===== src/rtl/mem_access_unit_if.sv =====
`default_nettype none
// ============================================================================
//  Module   : mem_access_unit_if
//  Purpose  : Groups the M-stage request/response handshake and the data-bus
//             req/ack signals of the load/store unit.
//  Ports    : none (signal bundle only)
//             slave  modport - the load/store unit's view
//             master modport - the environment (pipeline + bus) view
//  Revision : 1.0 - initial release
// ============================================================================
interface mem_access_unit_if #(
  parameter int DATA_W = 32
) ();
  // M-stage request
  logic                  req_valid;
  logic                  req_ready;
  logic                  req_store;
  logic [1:0]            req_size;
  logic                  req_unsigned;
  logic [31:0]           req_addr;
  logic                  req_addr_ov;
  logic [DATA_W-1:0]     req_wdata;
  // data bus
  logic                  m_req;
  logic                  m_we;
  logic [31:0]           m_addr;
  logic [DATA_W/8-1:0]   m_byteen;
  logic [DATA_W-1:0]     m_wdata;
  logic                  m_ack;
  logic [DATA_W-1:0]     m_rdata;
  // response to the pipeline
  logic                  resp_valid;
  logic [DATA_W-1:0]     resp_rdata;
  logic [1:0]            resp_exc;

  modport slave (
    input  req_valid, req_store, req_size, req_unsigned, req_addr, req_addr_ov,
           req_wdata, m_ack, m_rdata,
    output req_ready, m_req, m_we, m_addr, m_byteen, m_wdata,
           resp_valid, resp_rdata, resp_exc
  );

  modport master (
    output req_valid, req_store, req_size, req_unsigned, req_addr, req_addr_ov,
           req_wdata, m_ack, m_rdata,
    input  req_ready, m_req, m_we, m_addr, m_byteen, m_wdata,
           resp_valid, resp_rdata, resp_exc
  );
endinterface
`default_nettype wire


===== src/rtl/mem_access_unit.sv =====
`default_nettype none
// ============================================================================
//  Module   : mem_access_unit
//  Purpose  : Load/store unit between the M-stage and the data bus. Checks
//             alignment and the address map (AdEL/AdES), drives byte enables
//             and lane-shifted store data, runs a req/ack bus cycle with a
//             wait-state timeout and returns aligned, extended load data.
//  Ports    : clk   - clock, rising edge
//             reset - asynchronous reset, active-low
//             bus   - mem_access_unit_if.slave (request, bus, response)
//  Revision : 1.0 - initial release
// ============================================================================
module mem_access_unit #(
  parameter int          DATA_W    = 32,
  parameter logic [31:0] DM_SIZE   = 32'h3000,
  parameter logic [31:0] DEV0_BASE = 32'h7F00,
  parameter logic [31:0] DEV1_BASE = 32'h7F10,
  parameter logic [31:0] DEV2_BASE = 32'h7F20,
  parameter int          TIMEOUT   = 16
) (
  input  logic             clk,
  input  logic             reset,
  mem_access_unit_if.slave bus
);
  localparam int c_nb    = DATA_W / 8;
  localparam int c_ofs   = $clog2(c_nb);
  localparam int c_cnt_w = $clog2(TIMEOUT + 1);
  localparam logic [c_cnt_w-1:0] c_wait_last = c_cnt_w'(TIMEOUT - 1);
  localparam logic [c_cnt_w-1:0] c_cnt_one   = c_cnt_w'(1);

  localparam logic [1:0] c_st_idle = 2'd0;
  localparam logic [1:0] c_st_bus  = 2'd1;
  localparam logic [1:0] c_st_resp = 2'd2;

  localparam logic [1:0] c_exc_none = 2'd0;
  localparam logic [1:0] c_exc_adel = 2'd1;
  localparam logic [1:0] c_exc_ades = 2'd2;
  localparam logic [1:0] c_exc_tmo  = 2'd3;

  logic [1:0]         r_state, w_next_state;
  logic               w_req_ready, w_m_req, w_resp_fire, w_accept, w_wait_done;

  logic               r_we, r_unsigned;
  logic [1:0]         r_size;
  logic [c_ofs-1:0]   r_lane;
  logic [31:0]        r_addr;
  logic [c_nb-1:0]    r_byteen;
  logic [DATA_W-1:0]  r_wdata;
  logic [1:0]         r_exc;
  logic [c_cnt_w-1:0] r_wait_cnt;
  logic [DATA_W-1:0]  r_rdata_raw;
  logic               r_resp_valid;
  logic [DATA_W-1:0]  r_resp_rdata;
  logic [1:0]         r_resp_exc;

  logic [c_ofs-1:0]   w_lane;
  logic [c_nb-1:0]    w_size_mask, w_byteen;
  logic               w_misalign, w_bad_size, w_in_dm, w_in_dev0, w_in_dev1, w_in_dev2;
  logic               w_in_dev, w_in_cnt, w_exc;
  logic [DATA_W-1:0]  w_shifted, w_load;
  logic               w_sign, w_fill;

  // ---------------- request decode (evaluated in the accept cycle) ----------
  always_comb begin
    w_lane      = bus.req_addr[c_ofs-1:0];
    w_size_mask = '0;
    for (int i = 0; i < c_nb; i++) w_size_mask[i] = (i < (1 << bus.req_size));
    w_byteen    = w_size_mask << w_lane;

    w_misalign = ((bus.req_size >= 2'd1) && bus.req_addr[0]) ||
                 ((bus.req_size >= 2'd2) && bus.req_addr[1]) ||
                 ((bus.req_size == 2'd3) && bus.req_addr[2]);
    w_bad_size = (bus.req_size == 2'd3) && (DATA_W == 32);
    w_in_dm    = bus.req_addr < DM_SIZE;
    w_in_dev0  = (bus.req_addr >= DEV0_BASE) && (bus.req_addr < DEV0_BASE + 32'd12);
    w_in_dev1  = (bus.req_addr >= DEV1_BASE) && (bus.req_addr < DEV1_BASE + 32'd12);
    w_in_dev2  = (bus.req_addr >= DEV2_BASE) && (bus.req_addr < DEV2_BASE + 32'd4);
    w_in_dev   = w_in_dev0 || w_in_dev1 || w_in_dev2;
    // timer count words live at +8..+11 of each timer window
    w_in_cnt   = ((bus.req_addr >= DEV0_BASE + 32'd8) && (bus.req_addr < DEV0_BASE + 32'd12)) ||
                 ((bus.req_addr >= DEV1_BASE + 32'd8) && (bus.req_addr < DEV1_BASE + 32'd12));
    w_exc      = w_misalign || w_bad_size || bus.req_addr_ov ||
                 !(w_in_dm || w_in_dev) ||
                 (w_in_dev && (bus.req_size != 2'd2)) ||
                 (bus.req_store && w_in_cnt);
  end

  // ---------------- load data alignment and extension -----------------------
  always_comb begin
    w_shifted = r_rdata_raw >> {r_lane, 3'b000};
    case (r_size)
      2'd0:    w_sign = w_shifted[7];
      2'd1:    w_sign = w_shifted[15];
      2'd2:    w_sign = w_shifted[31];
      default: w_sign = w_shifted[DATA_W-1];
    endcase
    w_fill = w_sign & ~r_unsigned;
    w_load = '0;
    for (int i = 0; i < DATA_W; i++) w_load[i] = (i < (8 << r_size)) ? w_shifted[i] : w_fill;
  end

  // ---------------- FSM: state register -------------------------------------
  always_ff @(posedge clk or negedge reset) begin
    if (!reset) r_state <= c_st_idle;
    else        r_state <= w_next_state;
  end

  // ---------------- FSM: next state -----------------------------------------
  // The ack is checked first so an ack coinciding with the last wait cycle wins.
  always_comb begin
    w_next_state = r_state;
    case (r_state)
      c_st_idle: if (w_accept) w_next_state = w_exc ? c_st_resp : c_st_bus;
      c_st_bus:  if (bus.m_ack || w_wait_done) w_next_state = c_st_resp;
      c_st_resp: w_next_state = c_st_idle;
      default:   w_next_state = c_st_idle;
    endcase
  end

  // ---------------- FSM: outputs --------------------------------------------
  // m_req decodes the state register, so an asynchronous reset drops it at once.
  always_comb begin
    w_req_ready = (r_state == c_st_idle);
    w_m_req     = (r_state == c_st_bus);
    w_resp_fire = (r_state == c_st_resp);
    w_accept    = bus.req_valid && w_req_ready;
    w_wait_done = w_m_req && !bus.m_ack && (r_wait_cnt == c_wait_last);
  end

  // ---------------- datapath registers --------------------------------------
  always_ff @(posedge clk or negedge reset) begin
    if (!reset) begin
      r_we         <= 1'b0;
      r_unsigned   <= 1'b0;
      r_size       <= 2'd0;
      r_lane       <= '0;
      r_addr       <= '0;
      r_byteen     <= '0;
      r_wdata      <= '0;
      r_exc        <= c_exc_none;
      r_wait_cnt   <= '0;
      r_rdata_raw  <= '0;
      r_resp_valid <= 1'b0;
      r_resp_rdata <= '0;
      r_resp_exc   <= c_exc_none;
    end else begin
      r_resp_valid <= 1'b0;
      if (w_accept) begin
        r_we       <= bus.req_store;
        r_unsigned <= bus.req_unsigned;
        r_size     <= bus.req_size;
        r_lane     <= w_lane;
        r_addr     <= {bus.req_addr[31:c_ofs], {c_ofs{1'b0}}};
        r_byteen   <= bus.req_store ? w_byteen : '0;
        r_wdata    <= bus.req_wdata << {w_lane, 3'b000};
        r_exc      <= !w_exc ? c_exc_none : (bus.req_store ? c_exc_ades : c_exc_adel);
        r_wait_cnt <= '0;
      end
      if (w_m_req) begin
        if (bus.m_ack) begin
          r_rdata_raw <= bus.m_rdata;
        end else begin
          r_wait_cnt <= r_wait_cnt + c_cnt_one;
          if (r_wait_cnt == c_wait_last) r_exc <= c_exc_tmo;
        end
      end
      if (w_resp_fire) begin
        r_resp_valid <= 1'b1;
        r_resp_exc   <= r_exc;
        r_resp_rdata <= (r_we || (r_exc != c_exc_none)) ? '0 : w_load;
      end
    end
  end

  assign bus.req_ready  = w_req_ready;
  assign bus.m_req      = w_m_req;
  assign bus.m_we       = r_we;
  assign bus.m_addr     = r_addr;
  assign bus.m_byteen   = r_byteen;
  assign bus.m_wdata    = r_wdata;
  assign bus.resp_valid = r_resp_valid;
  assign bus.resp_rdata = r_resp_rdata;
  assign bus.resp_exc   = r_resp_exc;
endmodule
`default_nettype wire


===== src/flat_wrapper.sv =====
// flat-port wrapper written by rule: the top's interface ports become plain ports
module mem_access_unit_flat 
#(
  parameter int          DATA_W    = 32,
  parameter logic [31:0] DM_SIZE   = 32'h3000,
  parameter logic [31:0] DEV0_BASE = 32'h7F00,
  parameter logic [31:0] DEV1_BASE = 32'h7F10,
  parameter logic [31:0] DEV2_BASE = 32'h7F20,
  parameter int          TIMEOUT   = 16
)
  (clk, reset, bus_req_valid, bus_req_store, bus_req_size, bus_req_unsigned, bus_req_addr, bus_req_addr_ov, bus_req_wdata, bus_m_ack, bus_m_rdata, bus_req_ready, bus_m_req, bus_m_we, bus_m_addr, bus_m_byteen, bus_m_wdata, bus_resp_valid, bus_resp_rdata, bus_resp_exc);
  mem_access_unit_if #(.DATA_W(DATA_W)) bus_i ();
  input  logic clk;
  input  logic reset;
  input wire logic [$bits(bus_i.req_valid)-1:0] bus_req_valid;
  input wire logic [$bits(bus_i.req_store)-1:0] bus_req_store;
  input wire logic [$bits(bus_i.req_size)-1:0] bus_req_size;
  input wire logic [$bits(bus_i.req_unsigned)-1:0] bus_req_unsigned;
  input wire logic [$bits(bus_i.req_addr)-1:0] bus_req_addr;
  input wire logic [$bits(bus_i.req_addr_ov)-1:0] bus_req_addr_ov;
  input wire logic [$bits(bus_i.req_wdata)-1:0] bus_req_wdata;
  input wire logic [$bits(bus_i.m_ack)-1:0] bus_m_ack;
  input wire logic [$bits(bus_i.m_rdata)-1:0] bus_m_rdata;
  output wire logic [$bits(bus_i.req_ready)-1:0] bus_req_ready;
  output wire logic [$bits(bus_i.m_req)-1:0] bus_m_req;
  output wire logic [$bits(bus_i.m_we)-1:0] bus_m_we;
  output wire logic [$bits(bus_i.m_addr)-1:0] bus_m_addr;
  output wire logic [$bits(bus_i.m_byteen)-1:0] bus_m_byteen;
  output wire logic [$bits(bus_i.m_wdata)-1:0] bus_m_wdata;
  output wire logic [$bits(bus_i.resp_valid)-1:0] bus_resp_valid;
  output wire logic [$bits(bus_i.resp_rdata)-1:0] bus_resp_rdata;
  output wire logic [$bits(bus_i.resp_exc)-1:0] bus_resp_exc;
  assign bus_i.req_valid = bus_req_valid;
  assign bus_i.req_store = bus_req_store;
  assign bus_i.req_size = bus_req_size;
  assign bus_i.req_unsigned = bus_req_unsigned;
  assign bus_i.req_addr = bus_req_addr;
  assign bus_i.req_addr_ov = bus_req_addr_ov;
  assign bus_i.req_wdata = bus_req_wdata;
  assign bus_i.m_ack = bus_m_ack;
  assign bus_i.m_rdata = bus_m_rdata;
  assign bus_req_ready = bus_i.req_ready;
  assign bus_m_req = bus_i.m_req;
  assign bus_m_we = bus_i.m_we;
  assign bus_m_addr = bus_i.m_addr;
  assign bus_m_byteen = bus_i.m_byteen;
  assign bus_m_wdata = bus_i.m_wdata;
  assign bus_resp_valid = bus_i.resp_valid;
  assign bus_resp_rdata = bus_i.resp_rdata;
  assign bus_resp_exc = bus_i.resp_exc;
  mem_access_unit #(.DATA_W(DATA_W), .DM_SIZE(DM_SIZE), .DEV0_BASE(DEV0_BASE), .DEV1_BASE(DEV1_BASE), .DEV2_BASE(DEV2_BASE), .TIMEOUT(TIMEOUT)) u_core (.clk(clk), .reset(reset), .bus(bus_i));
endmodule

===== config.mk =====
export PLATFORM = sky130hd
export DESIGN_NAME = mem_access_unit_flat
export DESIGN_NICKNAME = d
export VERILOG_FILES = /design/src/rtl/mem_access_unit_if.sv /design/src/rtl/mem_access_unit.sv /design/src/flat_wrapper.sv
export SDC_FILE = /design/constraint.sdc
export NUM_CORES = 1
export LEC_CHECK = 0
export BUFFER_PORTS_ARGS = -buffer_cell sky130_fd_sc_hd__buf_2
export CAP_MARGIN = 15
export CORE_MARGIN = 4
export CORE_UTILIZATION = 30
export DETAILED_ROUTE_END_ITERATION = 6
export PLACE_DENSITY = 0.5
export SETUP_SLACK_MARGIN = 0.1
export SYNTH_ARGS = -nofsm -noshare
export SYNTH_HDL_FRONTEND = slang
export SYNTH_SLANG_ARGS = --single-unit
export TNS_END_PERCENT = 10

===== constraint.sdc =====
create_clock -name clk -period 2.6 [get_ports clk]
set_input_delay 0.52 -clock clk [delete_from_list [all_inputs] [get_ports clk]]
set_output_delay 0.52 -clock clk [all_outputs]
set_load 0.02 [all_outputs]

=== Yosys cells after proc, flatten, opt, wreduce, memory -nomap -nowiden ===
Index checks and enable logic that the tools add are counted.

* Flip-flop bits (word level): 148
* Input port bits: 105
* Output and inout bits: 106
* Logic and storage cells: 159

* Add/sub/neg operators: 1
* $lt $le $gt $ge: 47
* Equal/unequal tests: 8
* Shift-type cells: 5
* Mux-type cells: 49
* Bitwise operators: 2
* Reductions and logical operators: 33

{| class="wikitable"
|+ Operators by type and width
! cell !! count
|-
| 6-bit by 32-bit < comparator with 1-bit output, first input constant || 16
|-
| 5-bit by 32-bit < comparator with 1-bit output, first input constant || 8
|-
| 32-bit by 15-bit >= comparator with 1-bit output, second input constant || 5
|-
| 3-bit by 32-bit < comparator with 1-bit output, first input constant || 4
|-
| 4-bit by 32-bit < comparator with 1-bit output, first input constant || 4
|-
| 32-bit by 15-bit < comparator with 1-bit output, second input constant || 3
|-
| 1-bit by 32-bit < comparator with 1-bit output, first input constant || 2
|-
| 2-bit by 32-bit < comparator with 1-bit output, first input constant || 2
|-
| 1-bit 2-to-1 mux || 33
|-
| 32-bit by 14-bit < comparator with 1-bit output, second input constant || 1
|-
| 32-bit 2-to-1 mux || 1
|-
| 1-bit by 2-bit left shift with 32-bit output, first input constant || 1
|-
| 32-bit by 5-bit left shift with 32-bit output || 1
|-
| 4-bit by 2-bit left shift with 32-bit output, first input constant || 1
|-
| 32-bit by 5-bit >> shifter with 32-bit output || 1
|-
| 2-bit 2-to-1 mux || 9
|-
| 5-bit 2-to-1 mux || 3
|-
| 1-bit logical AND || 13
|-
| 1-bit logical OR || 13
|-
| 5-bit by 1-bit adder with 5-bit output, second input constant || 1
|-
| 5-bit by 4-bit equality test with 1-bit output, second input constant || 1
|-
| 2-bit by 1-bit equality test with 1-bit output, second input constant || 2
|-
| 2-bit equality test, second input constant || 2
|-
| 2-bit zero test || 2
|-
| 13 further kinds || 16
|}

=== Longest topological paths before layout ===
Gate-level depths: netlist (run 1).

* Word-level depth: 14
* Gate-level depth with buffers: 8
* Mapped depth without buffers: 6

=== Least setup slack after synthesis (run 1) ===
No wires, ideal clock.

* Path type: flip-flop to flip-flop
* From: register u_core.r_lane[0]
* To: register u_core.r_resp_rdata[16], in the netlist u_core.bus.resp_rdata[16]
* Library setup time: 126 ps
* Data arrival time: 1,854 ps
* Data required time: 2,474 ps
* Slack: 620 ps
* Cell stages (with the launch flop): 8
* Path buffers: 3
* Period minus slack after synthesis: 1,980 ps
* Cell sequence: dfrtp_1 > clkbuf_1 > mux4_2 > mux2_2 > and3_1 > buf_6 > buf_6 > a221o_1

* Word-level cells in the longest chain between the ends: 5

{| class="wikitable"
|+ Ends and longest elaborated chain
! item !! RTL line !! RTL
|-
| start, declared || mem_access_unit.sv:45 || <nowiki>logic [c_ofs-1:0] r_lane;</nowiki>
|-
| start signal, assigned || mem_access_unit.sv:152 || <nowiki>r_lane <= w_lane;</nowiki>
|-
| 32-bit by 5-bit >> shifter with 32-bit output * || mem_access_unit.sv:90 || <nowiki>w_shifted = r_rdata_raw >> {r_lane, 3'b000};</nowiki>
|-
| 1-bit one-hot mux with 2 select lines || mem_access_unit.sv:91 || <nowiki>case (r_size)</nowiki>
|-
| 1-bit bitwise AND || mem_access_unit.sv:97 || <nowiki>w_fill = w_sign & ~r_unsigned;</nowiki>
|-
| 1-bit 2-to-1 mux * || mem_access_unit.sv:99 || <nowiki>for (int i = 0; i < DATA_W; i++) w_load[i] = (i < (8 << r_size)) ? w_shifted[i] : w_fill;</nowiki>
|-
| 32-bit 2-to-1 mux * || mem_access_unit.sv:170 || <nowiki>r_resp_rdata <= (r_we || (r_exc != c_exc_none)) ? '0 : w_load;</nowiki>
|-
| end signal, assigned || mem_access_unit.sv:170 ||
|-
| end, declared || mem_access_unit.sv:53 || <nowiki>logic [DATA_W-1:0] r_resp_rdata;</nowiki>
|}

Mark *: on every way between the ends. The rest lies on a longest branch, timed or not.
A chain may end at the register's enable or synchronous reset.

=== Worst setup path after layout (run 1) ===
* From: register u_core.r_rdata_raw[31]
* To: register u_core.r_resp_rdata[27], in the netlist u_core.bus.resp_rdata[27]

* Word-level cells in the longest chain between the ends: 5

{| class="wikitable"
|+ Ends and longest elaborated chain
! item !! RTL line !! RTL
|-
| start, declared || mem_access_unit.sv:51 || <nowiki>logic [DATA_W-1:0] r_rdata_raw;</nowiki>
|-
| start signal, assigned || mem_access_unit.sv:161 || <nowiki>r_rdata_raw <= bus.m_rdata;</nowiki>
|-
| 32-bit by 5-bit >> shifter with 32-bit output || mem_access_unit.sv:90 ||
|-
| 1-bit one-hot mux with 2 select lines || mem_access_unit.sv:91 ||
|-
| 1-bit bitwise AND || mem_access_unit.sv:97 ||
|-
| 1-bit 2-to-1 mux || mem_access_unit.sv:99 ||
|-
| 32-bit 2-to-1 mux || mem_access_unit.sv:170 ||
|}

No other way between the ends.

==> results of run 1 <==
==> cells by family after synthesis <==
family,share of synthesized area (%)
adders and majority gates,0.377
and+or+nand+nor,15.1
DFF,55.8
AOI/OAI and AO/OA,11.9
other,0.0565
buffers and inverters,3.22
muxes,13.7
==> final timing paths <==
kind / end / slack [ps] / depth (start not counted)
setup / recovery: u_core.bus.resp_rdata[27]$_DFFE_PN0P_ / 570 / 4
hold / removal: u_core.r_rdata_raw[13]$_DFFE_PN0P_ / 100 / 1
setup reg to reg: u_core.bus.resp_rdata[27]$_DFFE_PN0P_ / 570 / 4
hold reg to reg: u_core.bus.m_wdata[1]$_DFFE_PN0P_ / 470 / 2
max in group asynchronous: u_core.bus.m_wdata[0]$_DFFE_PN0P_ / 1860 / 2
min in group clk: u_core.r_unsigned$_DFFE_PN0P_ / 310 / 3
==> sequential cells by signal, indices dropped and copies added, names as in the netlist, 2 cells and up <==
name and flops:
u_core.bus.m_wdata 32, u_core.r_wait_cnt 5, u_core.bus.resp_rdata 32, u_core.r_lane 2
u_core.r_size 2, u_core.bus.resp_exc 2, u_core.r_state 2, u_core.r_exc 2
u_core.bus.m_addr 30, u_core.r_rdata_raw 32, u_core.bus.m_byteen 4
==> stage by stage <==
step	hold slack, ps	area [µm²]	instances	util (%)	setup slack [ps]
floorplan	224	6650	635	-	620
CTS	127	8590	1128	39.4	553
detailed placement	454	8030	1096	36.8	515
global route	140	8590	1128	39.4	472
global placement	450	8030	1096	36.8	546
finish	95.7	8590	1128	39.4	571
==> power by group through the flow <==
stage / Clock [W] / Combinational [W] / Sequential, W
after global routing: 0.00255 / 0.00108 / 0.00259
final: 0.00238 / 0.000975 / 0.00257
after floorplan: 0 / 0.000354 / 0.00278
after detailed placement: 0 / 0.000997 / 0.00261
after CTS: 0.00243 / 0.000996 / 0.00257
after global placement: 0 / 0.000993 / 0.00261
==> layer usage <==
metal  vias up  GRT usage (%)
met5         -              0
met1      2623           22.5
met4         4           3.84
li1       2614              -
met2       184           24.9
met3        19           5.70
==> cell type report <==
class | instances | area [µm²] | area share (%)
repair buffers | 225 | 1220 | 14.3
clock inverters | 13 | 124 | 1.44
clock buffers | 19 | 443 | 5.15
inverters | 3 | 11.3 | 0.131
multi-input cells | 440 | 2740 | 31.9
well taps | 280 | 350 | 4.08
flip-flops and latches | 148 | 3700 | 43.1
==> Yosys cell counts (2+ instances only) <==
| master | instances |
|---|---|
| nand2_1 | 186 |
| dfrtp_1 | 148 |
| mux2_2 | 51 |
| mux2i_1 | 31 |
| o21ai_0 | 31 |
| clkbuf_1 | 23 |
| nor2_1 | 21 |
| a21oi_1 | 17 |
| a221o_1 | 16 |
| o31ai_1 | 12 |
| a22o_1 | 10 |
| buf_1 | 10 |
| nand3_1 | 10 |
| o211ai_1 | 8 |
| a32o_1 | 7 |
| buf_2 | 6 |
| nor2b_1 | 5 |
| nor4_1 | 5 |
| and3_1 | 3 |
| buf_6 | 3 |
| inv_1 | 3 |
| buf_4 | 2 |
| ha_1 | 2 |
| nand2b_1 | 2 |
| nand4b_1 | 2 |
| nor3b_1 | 2 |
| o21a_1 | 2 |
| o22ai_1 | 2 |
==> worst max-delay path: stages, from the launching register on <==
cell,delay [ps]
dfrtp_1,410
mux4_2,520
mux2_2,270
and3_1,350
a221o_1,360
==> flow_metrics.env, run 1 <==
export IMPL_syn_area_um2=6640
export IMPL_synth_top_cell_by_area="dfrtp_1"
export IMPL_rr_startpoint="u_core.r_rdata_raw[31]$_DFFE_PN0P_"
export IMPL_drc=0
export IMPL_cap_violations=0
export IMPL_vias=5444
export IMPL_cts_setup_buffers=0
export IMPL_postRouteWirelength_um=19900
export IMPL_crit_path_start="u_core.r_rdata_raw[31]$_DFFE_PN0P_"
export IMPL_grt_pass1_wl_um=31500
export IMPL_hold_viol_final=0
export IMPL_gp_congestion=0.764
export IMPL_final_common_cell="buf_2"
export IMPL_combPwrFrac_pct=16.5
export IMPL_met1_length_um=9040
export IMPL_start_kind="flop"
export IMPL_critPathCaptureType="flop"
export IMPL_cts_htree_levels=4
export IMPL_area_growth_pct=29.4
export IMPL_switchingPower_w=0.00176
export IMPL_rsz0062_at_grt="no"
export IMPL_grt_pass1_vias=5601
export IMPL_clk_pin_slew_worst_paths_ps=60
export IMPL_power_total_w=0.00592
export IMPL_dp_hpwl_um=14200
export IMPL_gr_usage_all_layers_pct=16.3
export IMPL_syn_avg_cell_area_um2=10.5
export IMPL_ctsResizeCount=0
export IMPL_io_buffers=208
export IMPL_peakVddDrop_v=0.000370
export IMPL_run_status="complete, no violations"
export IMPL_die_area_um2=24600
export IMPL_grt_max_degree=73
export IMPL_grt_antenna_before_repair=2
export IMPL_power_frac_clock_pct=40.1
export IMPL_setup_tns_ps=0
export IMPL_routed_wl_met3_um=1590
export IMPL_finClkSkew_ps=13.9
export IMPL_drive_gt1_share_pct=36.8
export IMPL_crit_fanout=16
export IMPL_tightest_slew_ps=776
export IMPL_coreArea_um2=21800
export IMPL_cts_made_buffers=17
export IMPL_pin_count=211
export IMPL_die_h_um=157
export IMPL_switching_share_pct=29.8
export IMPL_worstPathArrival_ps=2320
export IMPL_required_ps=2890
export IMPL_cts_root_buf="clkbuf_16"
export IMPL_drtIter0Drc=240
export IMPL_synth_ff_type="dfrtp_1"
export IMPL_rows=54
export IMPL_seqPwrFrac_pct=43.4
export IMPL_p_leak_nw=4.54
export IMPL_cts_tree="built"
export IMPL_numClockSinks=148
export IMPL_ys_types=42
export IMPL_wl_per_cell_um=17.7
export IMPL_layout_nets=942
export IMPL_fin_crit_ps=2030
export IMPL_internal_power_w=0.00416
export IMPL_fillerInstances=2235
export IMPL_antennaDiodeCount=0
export IMPL_synth_cells=634
export IMPL_grt_overflow=0
export IMPL_dr_pass1_iters=4
export IMPL_final_max_slew_viol_count=0
export IMPL_setup_violations_final=0
export IMPL_async_flop_share_pct=100
export IMPL_slew_headroom_pct=47.9
export IMPL_avgViaCountPerCell=4.83
export IMPL_yosys_warnings=0
export IMPL_finalCritPeriodShare_pct=78.0
export IMPL_path_class="reg2reg"
export IMPL_max_freq_ghz=0.493
export IMPL_die_w_um=157
export IMPL_synth_edf_count=0
export IMPL_start_util_pct=30.4
export IMPL_max_clock_path_buffers=2
export IMPL_routed_top_layer="met5"
export IMPL_seq_area_frac_synth_pct=55.8
export IMPL_powerDensity_nw_per_um2=689
export IMPL_insertion_delay_ps=420
export IMPL_yosysTopAreaCellShare_pct=55.8
export IMPL_met2WireLength_um=9010
export IMPL_ant_nets=0
export IMPL_min_path_type="in2async"
export IMPL_ys_ff_latch=148
export IMPL_layout_common_cells="buf_2, nand2_1, dfrtp_1"
export IMPL_cts_hold_fix_buffers=0
export IMPL_synth_area_leaders="dfrtp_1, nand2_1, mux2_2"
(Power assumes the default switching activity.)
==> run 2: changes to the inputs <==
PLACE_DENSITY = 0.52   (was 0.5)
clock period = 1.7 ns   (was 2.6 ns; I/O delays follow)
==> flow_metrics.env, run 2 (same netlist as run 1, synthesis figures left out) <==
export IMPL_critPathCaptureType="flop"
export IMPL_cts_tree="built"
export IMPL_instances_no_fill=1158
export IMPL_rr_startpoint="u_core.r_lane[1]$_DFFE_PN0P_"
export IMPL_grt_pass1_vias=5726
export IMPL_utilization_pct=41.0
export IMPL_layout_common_cells="buf_2, nand2_1, dfrtp_1"
export IMPL_start_kind="flop"
export IMPL_rsz0062_at_grt="yes"
export IMPL_dr_pass1_iters=4
export IMPL_die_area_um2=24600
export IMPL_hold_viol_final=0
export IMPL_cts_setup_buffers=0
export IMPL_vias=5594
export IMPL_clk_pin_slew_worst_paths_ps=70
export IMPL_numClockSinks=148
export IMPL_coreArea_um2=21800
export IMPL_crit_path_start="u_core.r_lane[1]$_DFFE_PN0P_"
export IMPL_min_path_type="in2reg"
export IMPL_peakVddDrop_v=0.000647
export IMPL_grt_overflow=0
export IMPL_rows=54
export IMPL_path_class="reg2reg"
export IMPL_r2r_setup_slack_ps=-90
export IMPL_setup_violations_final=16
export IMPL_area_growth_pct=34.7
export IMPL_place_inst=1124
export IMPL_gp_congestion=0.783
export IMPL_drc=0
export IMPL_slew_headroom_pct=54.3
export IMPL_ant_nets=0
export IMPL_grt_max_degree=90
export IMPL_max_freq_ghz=0.559
export IMPL_layout_nets=972
export IMPL_cts_made_buffers=17
export IMPL_place_ws_ps=-248
export IMPL_final_common_cell="buf_2"
export IMPL_critPathSlowestCell="mux4_2"
export IMPL_rr_endpoint="u_core.bus.resp_rdata[27]$_DFFE_PN0P_"
export IMPL_worstPathArrival_ps=2080
export IMPL_multi_input_area_um2=2810
export IMPL_antennaDiodeCount=0
export IMPL_run_status="finished with violations"
export IMPL_drive_gt1_share_pct=40.1
export IMPL_cp_num_buf_inv=0
export IMPL_cp_cell_sequence="mux4_2 -> mux2_4 -> and3_4 -> a221o_1"
export IMPL_insertion_delay_ps=420
export IMPL_finClkSkew_ps=11.7
export IMPL_postRouteWirelength_um=20600
export IMPL_final_max_slew_viol_count=0
export IMPL_cts_htree_levels=4
export IMPL_slowest_delay_ps=540
export IMPL_max_clock_path_buffers=2
export IMPL_crit_fanout=8
export IMPL_setup_ws_ps=-88.3
export IMPL_fin_crit_ps=1790
export IMPL_power_total_w=0.00919
export IMPL_start_util_pct=30.4
export IMPL_cts_root_buf="clkbuf_16"
export IMPL_reg2reg_depth=4
export IMPL_cap_violations=0
export IMPL_dp_hpwl_um=14900
export IMPL_powerDensity_nw_per_um2=1030
export IMPL_grt_pass1_wl_um=32300
export IMPL_die_w_um=157
export IMPL_avgViaCountPerCell=4.83
export IMPL_required_ps=2000
export IMPL_critPathTopFamily="multiplexers"
export IMPL_io_buffers=208
export IMPL_wl_per_cell_um=17.8
export IMPL_min_to="u_core.bus.m_addr[6]$_DFFE_PN0P_"
export IMPL_min_path_cells=3
export IMPL_violations="setup timing"
export IMPL_die_h_um=157
export IMPL_finalCritPeriodShare_pct=105
export IMPL_register_area_um2=3700
export IMPL_tightest_slew_ps=684
export IMPL_grt_antenna_before_repair=2
export IMPL_p_leak_nw=4.70
export IMPL_worstHoldStart="bus_req_addr[6]"
export IMPL_gr_usage_all_layers_pct=16.9
export IMPL_fillerInstances=2186
export IMPL_pin_count=211
export IMPL_drtIter0Drc=235
[run 2: cell types whose count changed in the layout (fill, tap and decap cells not counted), sizes merged]
cell and change:
buf +28, clkinv -3, clkinvlp +3, and3 +1, dlygate4sd3 +1
[run 2: where the power goes]
group	leakage (nW)	switching, W	internal [W]
Sequential	1.96	0.000154	0.00377
Combinational	2.48	0.00101	0.000577
Clock	0.261	0.00160	0.00208
[run 2: worst max path at each step]
stage,to,slack (ps),depth (start not counted)
after CTS,u_core.bus.resp_rdata[27]$_DFFE_PN0P_,-100,4
final,u_core.bus.resp_rdata[27]$_DFFE_PN0P_,-90,4
after detailed placement,u_core.r_exc[1]$_DFF_PN0_,-250,5
after global placement,u_core.r_exc[1]$_DFF_PN0_,-240,6
after floorplan,u_core.bus.resp_rdata[16]$_DFFE_PN0P_,-260,7
after global routing,u_core.bus.resp_rdata[27]$_DFFE_PN0P_,-160,4
[run 2: layer usage]
| metal | up-vias | global-route usage, % | routed length, µm |
|---|---|---|---|
| li1 | 2680 | - | - |
| met1 | 2691 | 22.2 | 8870 |
| met2 | 196 | 26.5 | 9600 |
| met3 | 23 | 5.92 | 1770 |
| met4 | 4 | 4.71 | 323 |
| met5 | - | 0 | 26 |
[run 2: tightest hold or removal path, cell delays in order]
cell and delay [ps]:
buf_2 80, nand2_1 40, nand2_1 50
[run 2: layout make-up]
| cell class | count | area share (%) |
|---|---|---|
| flip-flops and latches | 148 | 41.4 |
| multi-input cells | 441 | 31.4 |
| repair buffers | 254 | 16.8 |
| clock buffers | 19 | 4.95 |
| well taps | 280 | 3.92 |
| clock inverters | 13 | 1.41 |
| inverters | 3 | 0.126 |
[run 2: repair_timing]
action                                 CTS  global route
setup endpoints to repair               31            31
gates resized for setup                 17             9
cloned                                   1             0
endpoints found under the hold margin   41             0
pin swaps                                0             1
hold buffers                             1             0
[run 2: stage by stage]
step	setup TNS [ps]	cell area, µm²	hold slack, ps
CTS	-1430	8910	94.5
global placement	-1730	8270	335
finish	-1310	8950	117
detailed placement	-2520	8270	330
floorplan	-4700	6650	44.4
global route	-2210	8950	120
==> run 3: changes to the inputs <==
SETUP_SLACK_MARGIN = default   (was 0.1)
==> flow_metrics.env, run 3 (same netlist as run 1, synthesis figures left out) <==
export IMPL_slew_headroom_pct=54.0
export IMPL_io_buffers=208
export IMPL_cts_made_buffers=17
export IMPL_multi_input_area_um2=2790
export IMPL_rows=54
export IMPL_cp_num_buf_inv=0
export IMPL_register_area_um2=3700
export IMPL_start_kind="flop"
export IMPL_required_ps=2000
export IMPL_cts_setup_buffers=0
export IMPL_dp_hpwl_um=14900
export IMPL_rr_startpoint="u_core.r_lane[1]$_DFFE_PN0P_"
export IMPL_start_util_pct=30.4
export IMPL_clk_pin_slew_worst_paths_ps=70
export IMPL_gr_usage_all_layers_pct=16.9
export IMPL_peakVddDrop_v=0.000644
export IMPL_run_status="finished with violations"
export IMPL_rsz0062_at_grt="yes"
export IMPL_switchingPower_w=0.00275
export IMPL_cap_violations=0
export IMPL_grt_pass1_wl_um=32200
export IMPL_area_growth_pct=34.2
export IMPL_insertion_delay_ps=420
export IMPL_cts_htree_levels=4
export IMPL_p_leak_nw=4.70
export IMPL_die_area_um2=24600
export IMPL_min_path_type="in2reg"
export IMPL_critPathSlowestCell="mux4_2"
export IMPL_cp_depth=4
export IMPL_power_frac_clock_pct=40.0
export IMPL_die_w_um=157
export IMPL_grt_antenna_before_repair=2
export IMPL_pin_count=211
export IMPL_postRouteWirelength_um=20600
export IMPL_finish_instance_area_um2=8920
export IMPL_reg2reg_depth=4
export IMPL_critPathTopFamily="multiplexers"
export IMPL_finClkSkew_ps=11.5
export IMPL_antennaDiodeCount=0
export IMPL_cts_tree="built"
export IMPL_powerDensity_nw_per_um2=1030
export IMPL_max_clock_path_buffers=2
export IMPL_violations="setup timing"
export IMPL_cts_root_buf="clkbuf_16"
export IMPL_setup_violations_final=16
export IMPL_fin_crit_ps=1790
export IMPL_cp_cell_sequence="mux4_2 -> mux2_4 -> and3_4 -> a221o_1"
export IMPL_dr_pass1_iters=5
export IMPL_grt_overflow=0
export IMPL_drive_gt1_share_pct=39.6
export IMPL_layout_nets=972
export IMPL_switching_share_pct=30.0
export IMPL_final_common_cell="buf_2"
export IMPL_worstPathArrival_ps=2090
export IMPL_setup_ws_ps=-91.6
export IMPL_numClockSinks=148
export IMPL_hold_viol_final=0
export IMPL_max_freq_ghz=0.558
export IMPL_combPwrFrac_pct=17.2
export IMPL_r2r_setup_slack_ps=-90
export IMPL_drtIter0Drc=216
export IMPL_drc=0
export IMPL_grt_pass1_vias=5693
export IMPL_wl_per_cell_um=17.8
export IMPL_gp_congestion=0.783
export IMPL_die_h_um=157
export IMPL_crit_fanout=8
export IMPL_grt_max_degree=90
export IMPL_critPathCaptureType="flop"
export IMPL_endpoint="u_core.bus.resp_rdata[28]$_DFFE_PN0P_"
export IMPL_rr_endpoint="u_core.bus.resp_rdata[28]$_DFFE_PN0P_"
export IMPL_crit_path_start="u_core.r_lane[1]$_DFFE_PN0P_"
export IMPL_placed_area_um2=8270
export IMPL_place_ws_ps=-248
export IMPL_finalCritPeriodShare_pct=105
export IMPL_internal_power_w=0.00642
export IMPL_seqPwrFrac_pct=42.8
export IMPL_path_class="reg2reg"
export IMPL_fillerInstances=2187
export IMPL_final_max_slew_viol_count=0
export IMPL_power_total_w=0.00917
export IMPL_layout_common_cells="buf_2, nand2_1, dfrtp_1"
export IMPL_vias=5578
export IMPL_tightest_slew_ps=688
export IMPL_ant_nets=0
export IMPL_avgViaCountPerCell=4.82
export IMPL_coreArea_um2=21800
export IMPL_slowest_delay_ps=550
[run 3: changes by cell type in the layout (fill, tap and decap cells not counted)]
cell,delta
buf_4,+2
ha_1,+2
ha_2,-2
buf_6,-1
buf_8,-1
dfrtp_1,+1
dfrtp_2,-1
mux2i_1,+1
mux2i_2,-1
o21ai_2,+1
o21ai_4,-1
[run 3: tightest hold or removal path: stages]
cell     delay, ps
buf_2           80
nand2_1         40
nand2_1         50
[run 3: how the worst min path moves through the flow]
stage	from	end	slack [ps]	cells after the start
after floorplan	reset	u_core.bus.m_addr[10]$_DFFE_PN0P_	40	0
after global placement	reset	u_core.r_rdata_raw[13]$_DFFE_PN0P_	330	1
after detailed placement	reset	u_core.r_rdata_raw[21]$_DFFE_PN0P_	330	1
after CTS	bus_req_addr[6]	u_core.bus.m_addr[6]$_DFFE_PN0P_	90	3
after global routing	bus_req_addr[6]	u_core.bus.m_addr[6]$_DFFE_PN0P_	120	3
final	bus_req_addr[6]	u_core.bus.m_addr[6]$_DFFE_PN0P_	120	3
[run 3: through the flow]
step                      util, %  instances  hold WS [ps]  TNS (ps)
after floorplan                 -        635          44.4     -4700
after global placement       37.9       1124           335     -1730
after detailed placement     37.9       1124           330     -2520
after CTS                    40.8       1158          94.5     -1430
after global routing         40.9       1158           120     -2210
final                        40.9       1158           117     -1330
[run 3: what timing repair did]
item | 4_1_cts | 5_1_grt
endpoints found under the setup margin | 28 | 29
hold buffers | 1 | 0
gates cloned | 1 | 0
resized for setup | 12 | 6
pin swaps | 0 | 0
hold endpoints to repair | 41 | 0
[run 3: cell type report]
class / instances / share of cell area [%]
flip-flops and latches: 148 / 41.5
clock buffers: 19 / 4.97
clock inverters: 13 / 1.42
multi-input cells: 441 / 31.3
well taps: 280 / 3.93
inverters: 3 / 0.126
repair buffers: 254 / 16.8
[run 3: routing by layer]
metal  up-vias  wire (µm)  GRT usage (%)
met4         4        254           4.26
met5         -         26              0
met2       188       9630           26.6
met1      2692       8950           22.3
li1       2675          -              -
met3        19       1710           5.92
[run 3: power groups by stage]
stage	Sequential [W]	Clock, W	Combinational [W]
after global routing	0.00396	0.00392	0.00173
after floorplan	0.00426	0	0.000543
final	0.00393	0.00367	0.00157
after global placement	0.00399	0	0.00157
after CTS	0.00393	0.00378	0.00159
after detailed placement	0.00398	0	0.00158
